--- config.mk ---
export PLATFORM = sky130hd
export DESIGN_NAME = effect_chain_scheduler
export DESIGN_NICKNAME = d
export VERILOG_FILES = /design/src/rtl/effect_chain_scheduler.sv
export SDC_FILE = /design/constraint.sdc
export NUM_CORES = 1
export LEC_CHECK = 0
export CORE_MARGIN = 2
export CORE_UTILIZATION = 39
export CTS_CLUSTER_SIZE = 24
export DETAILED_ROUTE_END_ITERATION = 10
export HOLD_SLACK_MARGIN = 0.03
export PLACE_DENSITY = 0.86
export SKIP_LAST_GASP = 1
export SYNTH_ARGS = -nofsm -noshare
export SYNTH_HDL_FRONTEND = slang
export SYNTH_SLANG_ARGS = --single-unit
--- constraint.sdc ---
create_clock -name clk -period 2.8 [get_ports clk]
set_clock_uncertainty 0.2 [all_clocks]
set_input_delay 0.28 -clock clk [delete_from_list [all_inputs] [get_ports clk]]
set_output_delay 0.28 -clock clk [all_outputs]
set_load 0.005 [all_outputs]
--- src/rtl/effect_chain_scheduler.sv ---
// Walks one sample through N_EFFECTS chained effect slots using the cs/my_turn/done handshake.
// Optional per-stage watchdog enabled by defining SCHED_TIMEOUT_EN.
module effect_chain_scheduler #(
  parameter int DATA_WIDTH = 16,
  parameter int N_EFFECTS  = 4,
  parameter int TIMEOUT    = 255
) (
  input  logic                            clk,
  input  logic                            rst,
  input  logic                            sample_valid,
  input  logic [DATA_WIDTH-1:0]           sample_in,
  input  logic [N_EFFECTS-1:0]            bypass,
  output logic [N_EFFECTS-1:0]            cs,
  output logic [N_EFFECTS-1:0]            my_turn,
  output logic [DATA_WIDTH-1:0]           stage_data_out,
  input  logic [N_EFFECTS-1:0]            stage_done,
  input  logic [N_EFFECTS*DATA_WIDTH-1:0] stage_data_in,
  output logic [DATA_WIDTH-1:0]           sample_out,
  output logic                            sample_out_valid,
  output logic                            busy,
  output logic                            overrun,
  output logic                            timeout
);

  localparam int IW = $clog2(N_EFFECTS + 1);
  localparam int PW = 1 << IW;

  typedef enum logic [1:0] {S_IDLE, S_SELECT, S_WAIT, S_OUT} state_t;

  state_t                  state_q;
  logic [IW-1:0]           idx_q;
  logic [DATA_WIDTH-1:0]   cur_q;
  logic [DATA_WIDTH-1:0]   sample_out_q;
  logic                    overrun_q;

  // Per-stage vectors padded to a power of two so idx_q can index them directly.
  logic [PW-1:0]           byp_pad;
  logic [PW-1:0]           done_pad;
  logic [DATA_WIDTH-1:0]   res [PW];

  assign byp_pad  = {{(PW-N_EFFECTS){1'b0}}, bypass};
  assign done_pad = {{(PW-N_EFFECTS){1'b0}}, stage_done};

  for (genvar g = 0; g < PW; g++) begin : g_res
    if (g < N_EFFECTS) begin : g_real
      assign res[g] = stage_data_in[g*DATA_WIDTH +: DATA_WIDTH];
    end else begin : g_pad
      assign res[g] = '0;
    end
  end

  for (genvar g = 0; g < N_EFFECTS; g++) begin : g_grant
    assign my_turn[g] = (state_q == S_WAIT) && (idx_q == IW'(g));
  end

  assign cs               = my_turn;
  assign stage_data_out   = cur_q;
  assign sample_out       = sample_out_q;
  assign sample_out_valid = (state_q == S_OUT);
  assign busy             = (state_q == S_SELECT) || (state_q == S_WAIT);
  assign overrun          = overrun_q;

`ifdef SCHED_TIMEOUT_EN
  localparam int TW = ($clog2(TIMEOUT + 1) > 8) ? $clog2(TIMEOUT + 1) : 8;
  logic [TW-1:0] wdog_q;
  logic          timeout_q;
  assign timeout = timeout_q;
`else
  assign timeout = 1'b0;
`endif

  always_ff @(posedge clk) begin
    if (!rst) begin
      state_q      <= S_IDLE;
      idx_q        <= '0;
      cur_q        <= '0;
      sample_out_q <= '0;
      overrun_q    <= 1'b0;
`ifdef SCHED_TIMEOUT_EN
      wdog_q       <= '0;
      timeout_q    <= 1'b0;
`endif
    end else begin
      // A sample offered while the chain is working is dropped and flagged.
      overrun_q <= sample_valid && ((state_q == S_SELECT) || (state_q == S_WAIT));
`ifdef SCHED_TIMEOUT_EN
      timeout_q <= 1'b0;
`endif
      case (state_q)
        S_IDLE, S_OUT: begin
          if (sample_valid) begin
            cur_q   <= sample_in;
            idx_q   <= '0;
            state_q <= S_SELECT;
          end else begin
            state_q <= S_IDLE;
          end
        end
        S_SELECT: begin
          if (idx_q == IW'(N_EFFECTS)) begin
            sample_out_q <= cur_q;
            state_q      <= S_OUT;
          end else if (byp_pad[idx_q]) begin
            idx_q <= idx_q + IW'(1);
          end else begin
            state_q <= S_WAIT;
`ifdef SCHED_TIMEOUT_EN
            wdog_q  <= '0;
`endif
          end
        end
        S_WAIT: begin
          if (done_pad[idx_q]) begin
            cur_q   <= res[idx_q];
            idx_q   <= idx_q + IW'(1);
            state_q <= S_SELECT;
          end
`ifdef SCHED_TIMEOUT_EN
          // Abandon a stuck stage; the running sample passes through unchanged.
          else if (wdog_q == TW'(TIMEOUT - 1)) begin
            idx_q     <= idx_q + IW'(1);
            state_q   <= S_SELECT;
            timeout_q <= 1'b1;
          end else begin
            wdog_q <= wdog_q + TW'(1);
          end
`endif
        end
        default: state_q <= S_IDLE;
      endcase
    end
  end

endmodule
**Word level (Yosys, flattened, before mapping)**

Cells that the tools add are included.

- Flip-flop bits (word level): 38
- Bits of input ports: 91
- Word-level logic and storage cells: 55

- Order comparisons: 2
- Add/sub/neg operators: 1
- Multiplexer cells: 20
- Reduce and logical (&&, ||, !) cells: 14
- Equality and inequality tests: 12
- Bitwise operators: 1

Operators by type and width:

| cell | number |
|---|---|
| 16-bit two-way mux | 4 |
| 16-bit binary-select mux with 3-bit select | 1 |
| 16-bit case mux with 2 select lines | 1 |
| 3-bit two-way mux | 4 |
| 3-bit case mux with 3 select lines | 1 |
| 1-bit binary-select mux with 3-bit select | 2 |
| 3-bit by 2-bit equality test with 1-bit output (second input constant) | 2 |
| 2-bit two-way mux | 3 |
| 2-bit case mux with 3 select lines | 1 |
| 1-bit logical AND | 5 |
| 2-bit equality test (second input constant) | 2 |
| 4-bit greater-or-equal comparator (second input constant) | 1 |
| 3-bit by 4-bit less-than comparator with 1-bit output (second input constant) | 1 |
| 2-bit by 1-bit inequality test with 1-bit output (second input constant) | 2 |
| 2-bit inequality test (second input constant) | 2 |
| 3-bit inverter with 4-bit output | 1 |
| 2-bit AND reduction | 2 |
| 4-bit AND reduction | 1 |
| 3-bit by 1-bit adder with 3-bit output (second input constant) | 1 |
| 3-bit by 1-bit equality test with 1-bit output (second input constant) | 1 |
| 3-bit equality test (second input constant) | 1 |
| 3-bit zero test | 1 |
| 1-bit two-way mux | 3 |
| 3-bit inequality test (second input constant) | 1 |
| other kinds (6) | 6 |

**Longest topological paths before layout**

- Depth after elaboration: 6
- Depth in mapped cells: 9
- Mapped depth without buffers: 6

**Worst setup path after synthesis**

Ideal clock, no wire load.

- Path kind: register to register
- From: register idx_q[0]
- To: register sample_out_q[10], in the netlist sample_out[10]
- Slack: 0.489 ns
- Library setup time: 0.122 ns
- Arrival time: 1.989 ns
- Stages on the path, launching flop included: 10
- Cells stage by stage: dfxtp_1 -> buf_4 -> buf_1 -> inv_1 -> ha_1 -> and3_1 -> clkbuf_1 -> clkbuf_1 -> nand2_1 -> a21boi_0

- Cells in the longest elaborated chain, start to end: 2

Ends and longest elaborated chain:

| what | RTL line | text |
|---|---|---|
| start: declaration | 31 | `logic [IW-1:0] idx_q;` |
| start signal: assignment | 104 | `idx_q <= idx_q + IW'(1);` |
| start signal: assignment | 115 | `idx_q <= idx_q + IW'(1);` |
| 3-bit equality test | 100 | `if (idx_q == IW'(N_EFFECTS)) begin` |
| 2-bit AND reduction (no source line) | - |  |
| end signal: assignment | 101 | `sample_out_q <= cur_q;` |
| end: declaration | 33 | `logic [DATA_WIDTH-1:0] sample_out_q;` |

No other way between the ends.
A chain may end at the register's enable or synchronous reset.

**Final worst setup path**

- From: register state_q[0]
- To: output port cs[2]

- Cells in the longest elaborated chain, start to end: 2

Ends and longest elaborated chain:

| what | RTL line | text |
|---|---|---|
| start: declaration | 30 | `state_t state_q;` |
| start signal: assignment | 74 | `state_q <= S_IDLE;` |
| start signal: assignment | 94 | `state_q <= S_SELECT;` |
| start signal: assignment | 96 | `state_q <= S_IDLE;` |
| 2-bit equality test | 53 | `assign my_turn[g] = (state_q == S_WAIT) && (idx_q == IW'(g));` |
| 1-bit logical AND | 53 |  |
| end: declaration | 13 | `output logic [N_EFFECTS-1:0] cs,` |

No other way between the ends.

==> results.sh <==
export IMPL_antenna_found_initial=0
export IMPL_power_density_nw_per_um2=550
export IMPL_synth_compound_area_share_pct=15.9
export IMPL_cts_repair_resized=0
export IMPL_clock_root_buffer="clkbuf_8"
export IMPL_cp_required_ns=2.32
export IMPL_syn_avg_cell_area_sq_um=8.44
export IMPL_vias=2370
export IMPL_gp_congestion=0.875
export IMPL_peakVddDrop_v=0.000251
export IMPL_worstSkewPairLatency_ns=0.29
export IMPL_postCtsHoldBufs=0
export IMPL_design_core_area_sq_um=5890
export IMPL_m1WireLength_um=2890
export IMPL_yosysWarnings=0
export IMPL_final_area_sq_um=3770
export IMPL_synth_fa_ha_area_share_pct=4.25
export IMPL_crit_family="buffers and inverters"
export IMPL_met3_length_um=359
export IMPL_drt_wirelength_per_cell_um=14.2
export IMPL_diodes=0
export IMPL_synth_top_family_by_area="multiplexers"
export IMPL_start_util_pct=40.0
export IMPL_r2r_start="state_q[0]"
export IMPL_final_layout_size_suffix_gt1_share_pct=4.01
export IMPL_maxSlewHeadroom_pct=43.6
export IMPL_syn_inst=279
export IMPL_cpPeakStageDelay_ns=0.51
export IMPL_synth_cell_types=32
export IMPL_grt_pass1_vias=2316
export IMPL_dp_cells=466
export IMPL_max_freq_mhz=396
export IMPL_die_area_sq_um=6680
export IMPL_tightestPinTransition_ns=0.846
export IMPL_syn_nets=378
export IMPL_grt_max_degree=33
export IMPL_synth_area_mux_share_pct=23.5
export IMPL_switching_share_pct=33.3
export IMPL_arrival_ns=2.05
export IMPL_postCtsSetupRepairBufs=0
export IMPL_cp_cell_sequence="inv_1 > ha_1 > nor2b_1 > and2_1 > clkdlybuf4s50_1"
export IMPL_synthXorXnorAreaFrac_pct=0
export IMPL_maxCapViolCount=0
export IMPL_synth_simple_area_share_pct=17.5
export IMPL_yosys_area_top_type="dfxtp_1"
export IMPL_ys_seq_area_share_pct=32.3
export IMPL_cts_buffer_depth=2
export IMPL_dp_hpwl_um=5510
export IMPL_grt_usage_pct=20.2
export IMPL_synth_area_leaders="dfxtp_1, mux2i_1, nand2_1, a21boi_0, nor2b_1"
export IMPL_power_leakage_nw=1.37
export IMPL_syn_area_sq_um=2350
export IMPL_place_area_sq_um=3680
export IMPL_wirelength_um=6730
export IMPL_grt_pass1_wl_um=10500
export IMPL_critPathMaxFanout=13
export IMPL_endpoint_kind="primary output"
export IMPL_finalCritPeriodShare_pct=90.2
export IMPL_hold_viol=0
export IMPL_setup_tns_ns=0
export IMPL_cp_startpoint="state_q[0]"
export IMPL_synth_seq_cells=38
export IMPL_clk_pin_slew_ns=0.08
export IMPL_setup_viol=0
export IMPL_drt_iter0_drc=87
export IMPL_cts_buffers=5
export IMPL_switchingPower_mw=0.691
export IMPL_htree_levels=2
export IMPL_grt_setup_unrepaired="no"
export IMPL_die_h_um=81.7
export IMPL_crit_buf_inv=2
export IMPL_power_internal_mw=1.38
export IMPL_io_buffers=133
export IMPL_dr_max_layer_used="met4"
export IMPL_power_frac_seq_pct=35.1
export IMPL_cts_sinks=38
export IMPL_route_detailed_drc=0
export IMPL_finalNonFillerCells=474
export IMPL_outcome="finished, final reports clean"
export IMPL_wl_met2_um=3320
export IMPL_via_per_inst=5.00
export IMPL_tritoncts="yes"
export IMPL_hp_start="rst"
export IMPL_nets=497
export IMPL_critPathKind="reg -> out"
export IMPL_core_rowCount=28
export IMPL_final_max_slew_violation_count=0
export IMPL_die_w_um=81.7
export IMPL_hold_class="in -> reg"
export IMPL_cp_slowest_cell="clkdlybuf4s50_1"
export IMPL_report_power_total_mw=2.08
export IMPL_synth_top_area_share_pct=32.3
export IMPL_drt_pass1_iter_count=4
export IMPL_pwr_share_clk_pct=18.9
export IMPL_overflow=0
export IMPL_syn2layout_area_growth_pct=60.3
export IMPL_setup_worst_path_start_class="flop"
export IMPL_p_comb_share_pct=46.0
export IMPL_fin_crit_ns=2.53
export IMPL_postRouteAntennaNets=0
export IMPL_boundaryPins=135
[Yosys cell counts]
master / number
a2111oi_0: 1
a211oi_1: 2
a21boi_0: 16
a21o_1: 1
a21oi_1: 2
and2_1: 4
and3_1: 2
buf_1: 3
buf_4: 7
buf_6: 1
clkbuf_1: 14
conb_1: 1
dfxtp_1: 38
ha_1: 8
inv_1: 6
mux2i_1: 53
mux4_2: 1
nand2_1: 53
nand2b_1: 1
nand3_1: 4
nand3b_1: 1
nor2_1: 4
nor2b_1: 17
o21a_1: 1
o21ai_0: 16
o21ai_1: 1
o221a_1: 1
o221ai_1: 1
o22ai_1: 16
or2_1: 1
or3_1: 1
or3b_2: 1
[worst reg2reg max path, stage by stage, from the launching register on]
cell and delay [ns]:
dfxtp_1 0.34, inv_1 0.09, ha_1 0.41, o221a_1 0.32
or3_1 0.69, mux2i_1 0.27
[power by group through the flow]
stage,Combinational [mW],Sequential [mW],Clock (mW)
after floorplan,0.594,0.713,0
after global placement,0.929,0.737,0
after detailed placement,0.957,0.738,0
after CTS,0.962,0.726,0.395
after global routing,1.04,0.740,0.418
final,0.956,0.728,0.393
[per-stage QoR]
step	hold WS [ns]	setup slack, ns	util [%]
floorplan	0.233	0.489	-
global placement	0.252	0.394	62.5
detailed placement	0.261	0.350	62.5
CTS	0.220	0.285	64.1
global route	0.243	0.197	64.1
finish	0.223	0.273	64.1
[layout make-up]
type / count / area (sq um)
fillers: 495 / 2110
multi-input cells: 210 / 1440
repair buffers: 137 / 1360
flip-flops and latches: 38 / 762
well taps: 75 / 93.8
clock buffers: 6 / 82.6
inverters: 6 / 22.5
clock inverters: 2 / 12.5
[kinds of logic (layout without fill, tap and decap cells)]
kind of cell / after synthesis / count (layout)
multiplexers: 54 / 54
buffers and inverters: 31 / 151
AND/OR/NAND/NOR: 89 / 89
other: 1 / 1
adder cells (fa/ha/maj): 8 / 8
flip-flops: 38 / 38
AO/OA/AOI/OAI: 58 / 58
[routing by layer]
metal	vias to the layer above	global-route usage (%)
met2	93	35.7
met5	-	0
met4	0	8.33
li1	1194	-
met3	11	2.64
met1	1072	24.7
[layout by cell type (no fill, tap or decap)]
master and n:
a2111oi_0 1, a211oi_1 2, a21boi_0 16, a21o_1 1, a21oi_1 2, and2_1 4
and3_1 2, buf_2 1, buf_4 4, clkbuf_8 6, clkdlybuf4s50_1 132, clkinv_2 1
clkinvlp_4 1, conb_1 1, dfxtp_1 37, dfxtp_2 1, ha_1 8, inv_1 6
mux2i_1 53, mux4_2 1, nand2_1 53, nand2b_1 1, nand3_1 4, nand3b_1 1
nor2_1 4, nor2b_1 17, o21a_1 1, o21ai_0 16, o21ai_1 1, o221a_1 1
o221ai_1 1, o22ai_1 16, or2_1 1, or3_1 1, or3b_2 1
[registers in the layout (all words and copies together) (netlist names)]
name and flops:
sample_out 16, stage_data_out 16, idx_q 3, state_q 2
overrun 1
[final timing paths]
kind                        to  slack [ns]  depth (start not counted)
min             sample_out[15]        0.22                          2
max                      cs[2]        0.27                          5
min reg2reg     sample_out[10]        0.27                          2
max reg2reg  stage_data_out[2]        0.41                          5
Note: power is estimated with default switching activity, not from simulation.
